--- config.mk ---
export PLATFORM = sky130hd
export DESIGN_NAME = comparator_flat
export DESIGN_NICKNAME = d
export VERILOG_FILES = /design/src/rtl/comparator_if.sv /design/src/rtl/comparator.sv /design/src/flat_wrapper.sv
export SDC_FILE = /design/constraint.sdc
export NUM_CORES = 1
export LEC_CHECK = 0
export ABC_AREA = 1
export BUFFER_PORTS_ARGS = -buffer_cell sky130_fd_sc_hd__buf_2
export CAP_MARGIN = 25
export CORE_MARGIN = 2
export CORE_UTILIZATION = 49
export CTS_BUF_LIST = sky130_fd_sc_hd__clkbuf_16
export DETAILED_ROUTE_END_ITERATION = 10
export PLACE_DENSITY_LB_ADDON = 0.1
export SLEW_MARGIN = 30
export SYNTH_ARGS = -nofsm -noshare
export SYNTH_HDL_FRONTEND = slang
export SYNTH_SLANG_ARGS = --single-unit
--- constraint.sdc ---
create_clock -name clk -period 2.2 [get_ports clk]
set_clock_uncertainty 0.1 [all_clocks]
set_input_delay 0.55 -clock clk [delete_from_list [all_inputs] [get_ports clk]]
set_output_delay 0.55 -clock clk [all_outputs]
set_load 0.1 [all_outputs]
--- src/rtl/comparator_if.sv ---
// Purpose: operand/result bundle for the registered magnitude comparator.
// Latency: n/a (wiring only); results trail their operands by one clock.
// Backpressure: none; the producer may present one operand pair every cycle.
//
// Signals:
//   in_valid, signed_mode, A, B        : producer -> comparator
//   AequalB, greater, lesser, out_valid,
//   diff                               : comparator -> consumer
interface comparator_if #(
    parameter int WIDTH = 4
);
    logic             in_valid;
    logic             signed_mode;
    logic [WIDTH-1:0] A;
    logic [WIDTH-1:0] B;
    logic             AequalB;
    logic             greater;
    logic             lesser;
    logic             out_valid;
    logic [WIDTH-1:0] diff;

    // Producer side: drives operands, observes results.
    modport master (
        output in_valid, signed_mode, A, B,
        input  AequalB, greater, lesser, out_valid, diff
    );

    // Comparator side.
    modport slave (
        input  in_valid, signed_mode, A, B,
        output AequalB, greater, lesser, out_valid, diff
    );
endinterface

--- src/rtl/comparator.sv ---
// Purpose: registered compare of A vs B (signed or unsigned) with |A-B| magnitude.
// Latency: one clock from an in_valid capture to out_valid and all result outputs.
// Backpressure: none; accepts a new pair every cycle, results hold while in_valid=0.
//
// Ports:
//   clk  : single clock, rising edge
//   rst  : synchronous active-high reset, wins over a coincident capture
//   bus  : comparator_if.slave carrying in_valid/signed_mode/A/B in and
//          AequalB/greater/lesser/out_valid/diff out (all outputs registered)
// Parameters:
//   WIDTH     : operand width, 1..32
//   SIGNED_EN : 0 ties the compare to unsigned regardless of signed_mode
module comparator #(
    parameter int WIDTH     = 4,
    parameter int SIGNED_EN = 1
) (
    input  logic          clk,
    input  logic          rst,
    comparator_if.slave   bus
);
    localparam bit SignedAllowed = (SIGNED_EN != 0);

    logic             signedEff;
    logic [WIDTH:0]   aExt;
    logic [WIDTH:0]   bExt;
    logic             aEqB;
    logic             aGtB;
    logic             aLtB;
    logic [WIDTH-1:0] magnitude;

    logic             eqQ;
    logic             gtQ;
    logic             ltQ;
    logic             validQ;
    logic [WIDTH-1:0] diffQ;

    always_comb begin
        signedEff = SignedAllowed && bus.signed_mode;

        // One extra bit lets a single signed compare cover both modes:
        // sign-extend in signed mode, zero-extend in unsigned mode.
        aExt = {signedEff & bus.A[WIDTH-1], bus.A};
        bExt = {signedEff & bus.B[WIDTH-1], bus.B};

        // Equality is bitwise and therefore mode independent.
        aEqB = (bus.A == bus.B);
        aGtB = ($signed(aExt) > $signed(bExt));
        aLtB = !aEqB && !aGtB;

        // The true magnitude never exceeds 2^WIDTH-1, so subtracting the
        // smaller from the larger modulo 2^WIDTH gives the exact value in
        // either mode; the wrap of the raw subtraction cancels out.
        magnitude = aGtB ? (bus.A - bus.B) : (bus.B - bus.A);
    end

    always_ff @(posedge clk) begin
        if (rst) begin
            eqQ    <= 1'b0;
            gtQ    <= 1'b0;
            ltQ    <= 1'b0;
            validQ <= 1'b0;
            diffQ  <= '0;
        end else begin
            validQ <= bus.in_valid;
            if (bus.in_valid) begin
                eqQ   <= aEqB;
                gtQ   <= aGtB;
                ltQ   <= aLtB;
                diffQ <= magnitude;
            end
        end
    end

    assign bus.AequalB   = eqQ;
    assign bus.greater   = gtQ;
    assign bus.lesser    = ltQ;
    assign bus.out_valid = validQ;
    assign bus.diff      = diffQ;
endmodule

--- src/flat_wrapper.sv ---
// flat-port wrapper written by rule: the top's interface ports become plain ports
module comparator_flat 
#(
    parameter int WIDTH     = 4,
    parameter int SIGNED_EN = 1
)
  (clk, rst, bus_in_valid, bus_signed_mode, bus_A, bus_B, bus_AequalB, bus_greater, bus_lesser, bus_out_valid, bus_diff);
  comparator_if #(.WIDTH(WIDTH)) bus_i ();
  input  logic clk;
  input  logic rst;
  input wire logic [$bits(bus_i.in_valid)-1:0] bus_in_valid;
  input wire logic [$bits(bus_i.signed_mode)-1:0] bus_signed_mode;
  input wire logic [$bits(bus_i.A)-1:0] bus_A;
  input wire logic [$bits(bus_i.B)-1:0] bus_B;
  output wire logic [$bits(bus_i.AequalB)-1:0] bus_AequalB;
  output wire logic [$bits(bus_i.greater)-1:0] bus_greater;
  output wire logic [$bits(bus_i.lesser)-1:0] bus_lesser;
  output wire logic [$bits(bus_i.out_valid)-1:0] bus_out_valid;
  output wire logic [$bits(bus_i.diff)-1:0] bus_diff;
  assign bus_i.in_valid = bus_in_valid;
  assign bus_i.signed_mode = bus_signed_mode;
  assign bus_i.A = bus_A;
  assign bus_i.B = bus_B;
  assign bus_AequalB = bus_i.AequalB;
  assign bus_greater = bus_i.greater;
  assign bus_lesser = bus_i.lesser;
  assign bus_out_valid = bus_i.out_valid;
  assign bus_diff = bus_i.diff;
  comparator #(.WIDTH(WIDTH), .SIGNED_EN(SIGNED_EN)) u_core (.clk(clk), .rst(rst), .bus(bus_i));
endmodule
==> summary.txt, run 1 <==
Outcome
  – Status: complete, no violations

Cells and area
  – Layout Utilization: 64.5%
  – Synth-to-Final Area Change: 24.0%
  – Number of nets in the layout: 130
  – Diodes inserted: 0
  – Filler cells: 123
  – Layout cells sized above 1: 34.6%

Floorplanning
  – Rows: 13
  – Initial Utilization: 52.0%
  – Chip Width: 41.2 µm
  – Die height: 41.2 µm
  – Core area: 1300 µm²
  – I/O pins: 20
  – Die Area: 1690 µm²

Synth
  – Synthesis Warnings: 0
  – Avg Cell Area, Syn: 7.69 µm²
  – Syn Nets: 109
  – Yosys reg bits: 8
  – Mapped Area: 677 µm²
  – Distinct cells, synth: 24
  – Post-synth ARST share: 0%
  – Synthesized instance count: 88
  – Main synth FF type: dfxtp_1
  – Share of the yosys chip area belonging to registers: 23.7%
  – Post-synth EDFFs: 0

GRT
  – Initial antenna violation count: 0
  – GR Overflow Total: 0
  – Global-route wire length before repair: 1820 µm
  – Largest net degree at the start of global routing: 12
  – Vias in the first global route: 450
  – Total GRT Usage: 16.5%

Placement
  – I/O Buffers: 19
  – Gpl congestion: 0.767
  – HPWL Detailed: 974 µm
  – Dpl ws: 0.100 ns

CTS
  – Insertion delay to the later sink of the worst-skew pair: 0.23 ns
  – Htree depth: 1
  – Reg clk slew, reported paths: 0.04 ns
  – Hold-fix buffers, CTS: 0
  – CTS root buffer: clkbuf_16
  – Setup Fix Bufs, Post-CTS: 0
  – TritonCTS Buffers: 3
  – Bufs on Longest Clock Path: 2
  – Number of gates resized after CTS: 0
  – Clk sinks: 8
  – CTS tree: yes

STA
  – Worst slew margin: 67.7%
  – Setup ws final: 0.324 ns
  – RSZ-0062 raised after global routing: false
  – Fin. Hold Viols: 0
  – Number of setup violations in the final report: 0
  – Final Critical Period: 1.88 ns
  – Worst slew pin tran: 0.488 ns
  – Max Slew Vio Count: 0
  – Final worst path period share: 85.3%
  – Fmax: 0.533 GHz
  – Setup TNS: 0 ns

Worst setup path
  – FF-to-FF setup slack: 1.43 ns
  – WS Path Type: primary input to flop
  – CP Data Required Time: 2.22 ns
  – Crit start category: primary input
  – Critical Path AT: 1.90 ns
  – CP Capture Type: flop
  – Worst Path Max Fanout: 6

Power
  – Peak VDD IR: 0.897 mV
  – Leak: 0.000468 µW
  – Pwr dens: 842 nW/µm²

Route
  – Vias: 595
  – Starting DRC count in detailed routing: 4
  – Final WL: 1230 µm
  – DR DRC count: 0
  – Post-DRT Antenna Nets: 0
  – Wirelength per Cell: 10.1 µm
  – Drt first pass iters: 4
  – Via-to-Cell Ratio: 4.88

Flow run
  – Max_cap viols: 0

Worst hold path
  – Hold crit path type: flop to flop
[metrics by stage]
step	instances	hold WS (ns)	cell area [µm²]	total power (µW)
after floorplan	88	0.609	677	372
after global placement	119	0.363	764	408
after detailed placement	119	0.370	764	409
after CTS	122	0.375	840	713
after global routing	122	0.391	840	742
final	122	0.373	840	707
[worst max-delay path, stage by stage]
cell and delay (ns):
buf_2 0.09, inv_1 0.04, ha_1 0.44, nand2_2 0.09, nor2_1 0.22, a21oi_2 0.07, nand2_4 0.10, nand2_4 0.07
nand2_1 0.06, nand3_1 0.06, nand2_1 0.07, inv_1 0.03
[state kept, by name, summed over array words and instances, names as in the netlist]
name,count
u_core.bus.out_valid,1
u_core.bus.diff,4
u_core.bus.greater,1
u_core.bus.lesser,1
u_core.bus.AequalB,1
[per-layer routing]
layer	global-route usage, %	wire (µm)	vias up
met5	0	0	-
met2	23.4	523	15
met4	0	0	0
li1	-	-	311
met3	9.78	76	0
met1	22.7	628	269
[report_power, final]
group / internal, µW / switching [µW] / leakage, µW / total (µW)
clock: 234 / 65.6 / 0.0000370 / 299
combinational: 66.9 / 177 / 0.000365 / 243
sequential: 159 / 5.28 / 0.0000664 / 164
total: 459 / 247 / 0.000468 / 707
[cell usage after synthesis, types with 4 or more instances]
cell	number	area, µm²
dfxtp_1	8	160
nand2_1	14	52.6
ha_1	7	87.6
nand2_2	4	25.0
nand3_1	7	35.0
inv_1	13	48.8
nor2_1	11	41.3
[cell usage in the layout (no fill, tap or decap)]
cell       instances
nand2_4            2
a21oi_1            1
a21oi_4            1
nand4_1            1
ha_1               7
fa_1               2
a211oi_1           1
xnor2_1            2
nand2_2            4
o21ai_1            1
nand3_2            2
a211oi_2           1
dfxtp_1            8
nor3_1             1
a21oi_2            2
or2_4              1
inv_2              2
inv_1             13
nand2_1           14
clkbuf_16          3
nor2_1            11
buf_2             19
nand3_1            7
xor2_1             1
[kinds of logic (layout without fill, tap and decap cells)]
family                   Yosys count  count (layout)  share of synthesized area (%)
flip-flops                         8               8                           23.7
buffers and inverters             18              37                           12.2
AND/OR/NAND/NOR                   43              43                           32.0
AO/OA/AOI/OAI                      7               7                           9.43
adder cells (fa/ha/maj)            9               9                           18.9
XOR/XNOR                           3               3                           3.88
[worst paths after layout]
kind                           start                 end  depth (start not counted)
setup reg to reg  u_core.bus.greater  u_core.bus.greater                          4
setup / recovery            bus_B[2]  u_core.bus.diff[2]                         12
hold reg to reg   u_core.bus.diff[0]  u_core.bus.diff[0]                          2
hold / removal    u_core.bus.diff[0]  u_core.bus.diff[0]                          2
[layout make-up]
type	instances	area, µm²	share of cell area (%)
multi-input combinational	62	434	51.7
sequential	8	160	19.1
tap	15	18.8	2.24
clock buffer	3	75.1	8.94
inverter	15	56.3	6.71
timing repair buffer	19	95.1	11.3
(Power assumes the default switching activity.)
==> run 2, diff against run 1 <==
--- a/config.mk
+++ b/config.mk
@@ -9,7 +9,7 @@
 export BUFFER_PORTS_ARGS = -buffer_cell sky130_fd_sc_hd__buf_2
 export CAP_MARGIN = 25
 export CORE_MARGIN = 2
-export CORE_UTILIZATION = 49
+export CORE_UTILIZATION = 40
 export CTS_BUF_LIST = sky130_fd_sc_hd__clkbuf_16
 export DETAILED_ROUTE_END_ITERATION = 10
 export PLACE_DENSITY_LB_ADDON = 0.1
==> run 2 against run 1 <==
  * Hold slack improved by 0.0024 ns
  * Clock-buffer cell count did not move
  * Critical path type unchanged
  * Global-route usage fell by 1.9 points
  * Final cell count rose by 0.82%
==> summary.txt, run 2 (synthesis gave the netlist of run 1 again) <==
CTS
  – Number of gates resized after CTS: 0 (unchanged)
  – CTS root buffer: clkbuf_16
  – TritonCTS Buffers: 3 (unchanged)
  – Hold-fix buffers, CTS: 0 (unchanged)
  – Clk sinks: 8 (unchanged)
  – Insertion delay to the later sink of the worst-skew pair: 0.23 ns (about the same)
  – CTS tree: yes
  – Reg clk slew, reported paths: 0.04 ns (about the same)
  – Setup Fix Bufs, Post-CTS: 0 (unchanged)
  – Bufs on Longest Clock Path: 2 (unchanged)
  – Htree depth: 1 (unchanged)

Placement
  – HPWL Detailed: 1040 µm (+6.9%)
  – I/O Buffers: 19 (unchanged)
  – Gpl congestion: 0.724 (-5.6%)

Floorplanning
  – I/O pins: 20 (unchanged)
  – Initial Utilization: 43.9% (-8.1 points)
  – Rows: 14 (+1)
  – Chip Width: 45.1 µm (+9.6%)
  – Die height: 45.1 µm (+9.6%)
  – Die Area: 2040 µm² (+20%)
  – Core area: 1540 µm² (+18%)

Route
  – Starting DRC count in detailed routing: 7 (+3)
  – Via-to-Cell Ratio: 4.80 (-1.5%)
  – DR DRC count: 0 (unchanged)
  – Wirelength per Cell: 9.93 µm (-1.3%)
  – Final WL: 1220 µm (-0.49%)
  – Drt first pass iters: 4 (unchanged)
  – Vias: 591 (-0.67%)
  – Post-DRT Antenna Nets: 0 (unchanged)

Worst setup path
  – Worst stage delay on the critical path: 0.44 ns (about the same)
  – Critical Path AT: 1.86 ns (-0.04 ns)
  – Crit start category: primary input
  – Crit-path slowest cell: ha_1
  – Crit-path cells: buf_2, inv_1, ha_1, nand2_2, nor2_1, a21oi_2, nand2_4, nand2_4, nand2_1, nand3_1, nand2_1, inv_1
  – Worst Path Max Fanout: 6 (unchanged)
  – CP Capture Type: flop
  – WS Path Type: primary input to flop
  – CP Data Required Time: 2.23 ns (about the same)

Outcome
  – Status: complete, no violations

Cells and area
  – Multi-input logic area: 434 µm² (unchanged)
  – Max reg flops: 4 (unchanged)
  – Register Area: 160 µm² (unchanged)
  – Diodes inserted: 0 (unchanged)
  – Number of nets in the layout: 130 (unchanged)
  – Filler cells: 168 (+37%)
  – Commonest cells after routing, fill and taps aside: buf_2, nand2_1, inv_1, nor2_1, dfxtp_1
  – Most common cell after layout, fill and taps aside: buf_2
  – Synth-to-Final Area Change: 24.2%
  – Layout cells sized above 1: 34.6% (unchanged)
  – Layout Utilization: 54.5% (-10 points)

GRT
  – GR Overflow Total: 0 (unchanged)
  – Vias in the first global route: 555 (+23%)
  – Initial antenna violation count: 0 (unchanged)
  – Global-route wire length before repair: 2130 µm (+17%)
  – Total GRT Usage: 14.6% (-1.9 points)
  – Largest net degree at the start of global routing: 12 (unchanged)

Power
  – Pwr dens: 843 nW/µm² (+0.14%)
  – Peak VDD IR: 0.355 mV (-60%)
  – Power Total: 709 µW (+0.29%)
  – Leak: 0.000468 µW (unchanged)

STA
  – Max Slew Vio Count: 0 (unchanged)
  – Setup TNS: 0 ns (unchanged)
  – Final worst path period share: 83.2% (-2.1 points)
  – Worst slew margin: 67.9% (+0.21 points)
  – RSZ-0062 raised after global routing: false
  – WHS: 0.376 ns (+0.00236 ns)
  – Number of setup violations in the final report: 0 (unchanged)
  – Worst slew pin tran: 0.484 ns (-0.00320 ns)
  – Final Critical Period: 1.83 ns (-0.0456 ns)
  – Fmax: 0.546 GHz (+2.5%)
  – Fin. Hold Viols: 0 (unchanged)

Flow run
  – Max_cap viols: 0 (unchanged)

Worst hold path
  – Hold crit path type: flop to flop
-- run 2: routing by layer --
layer  global-route usage, %  wire length, µm  vias to the layer above
li1                        -                -                      312
met1                    16.7              526                      259
met2                    25.1              608                       16
met3                    3.60               63                        4
met4                    7.06               23                        0
met5                       0                0                        -
-- run 2: final timing paths --
path | slack, ns | end | cells after the start | startpoint
max | 0.37 | u_core.bus.diff[2] | 12 | bus_B[2]
min reg2reg | 0.38 | u_core.bus.AequalB | 2 | u_core.bus.AequalB
min | 0.38 | u_core.bus.AequalB | 2 | u_core.bus.AequalB
max reg2reg | 1.43 | u_core.bus.lesser | 2 | u_core.bus.lesser
-- run 2: cell type report --
| class | instances | share of cell area (%) |
|---|---|---|
| Multi-Input combinational cell | 62 | 51.6 |
| Sequential cell | 8 | 19.0 |
| Timing Repair Buffer | 19 | 11.3 |
| Clock buffer | 3 | 8.93 |
| Inverter | 15 | 6.70 |
| Tap cell | 16 | 2.38 |
-- run 2: critical path: cells and delay by family --
family | cells | cell delay (ns)
simple gates | 7 | 0.63
compound gates | 1 | 0.07
fa+ha+maj | 1 | 0.44
buf+inv | 3 | 0.16
-- run 2: per-stage QoR --
| stage | cell area, µm² | worst slack [ns] | std cells |
|---|---|---|---|
| floorplan | 677 | 0.384 | 88 |
| finish | 841 | 0.370 | 123 |
| global placement | 766 | 0.172 | 120 |
| detailed placement | 766 | 0.130 | 120 |
| CTS | 841 | 0.371 | 123 |
| global route | 841 | 0.204 | 123 |
-- run 2: where the power goes --
part,internal (µW),switching [µW],total (µW)
Sequential,159,5.01,164
Clock,234,69.0,303
Combinational,66.7,175,242
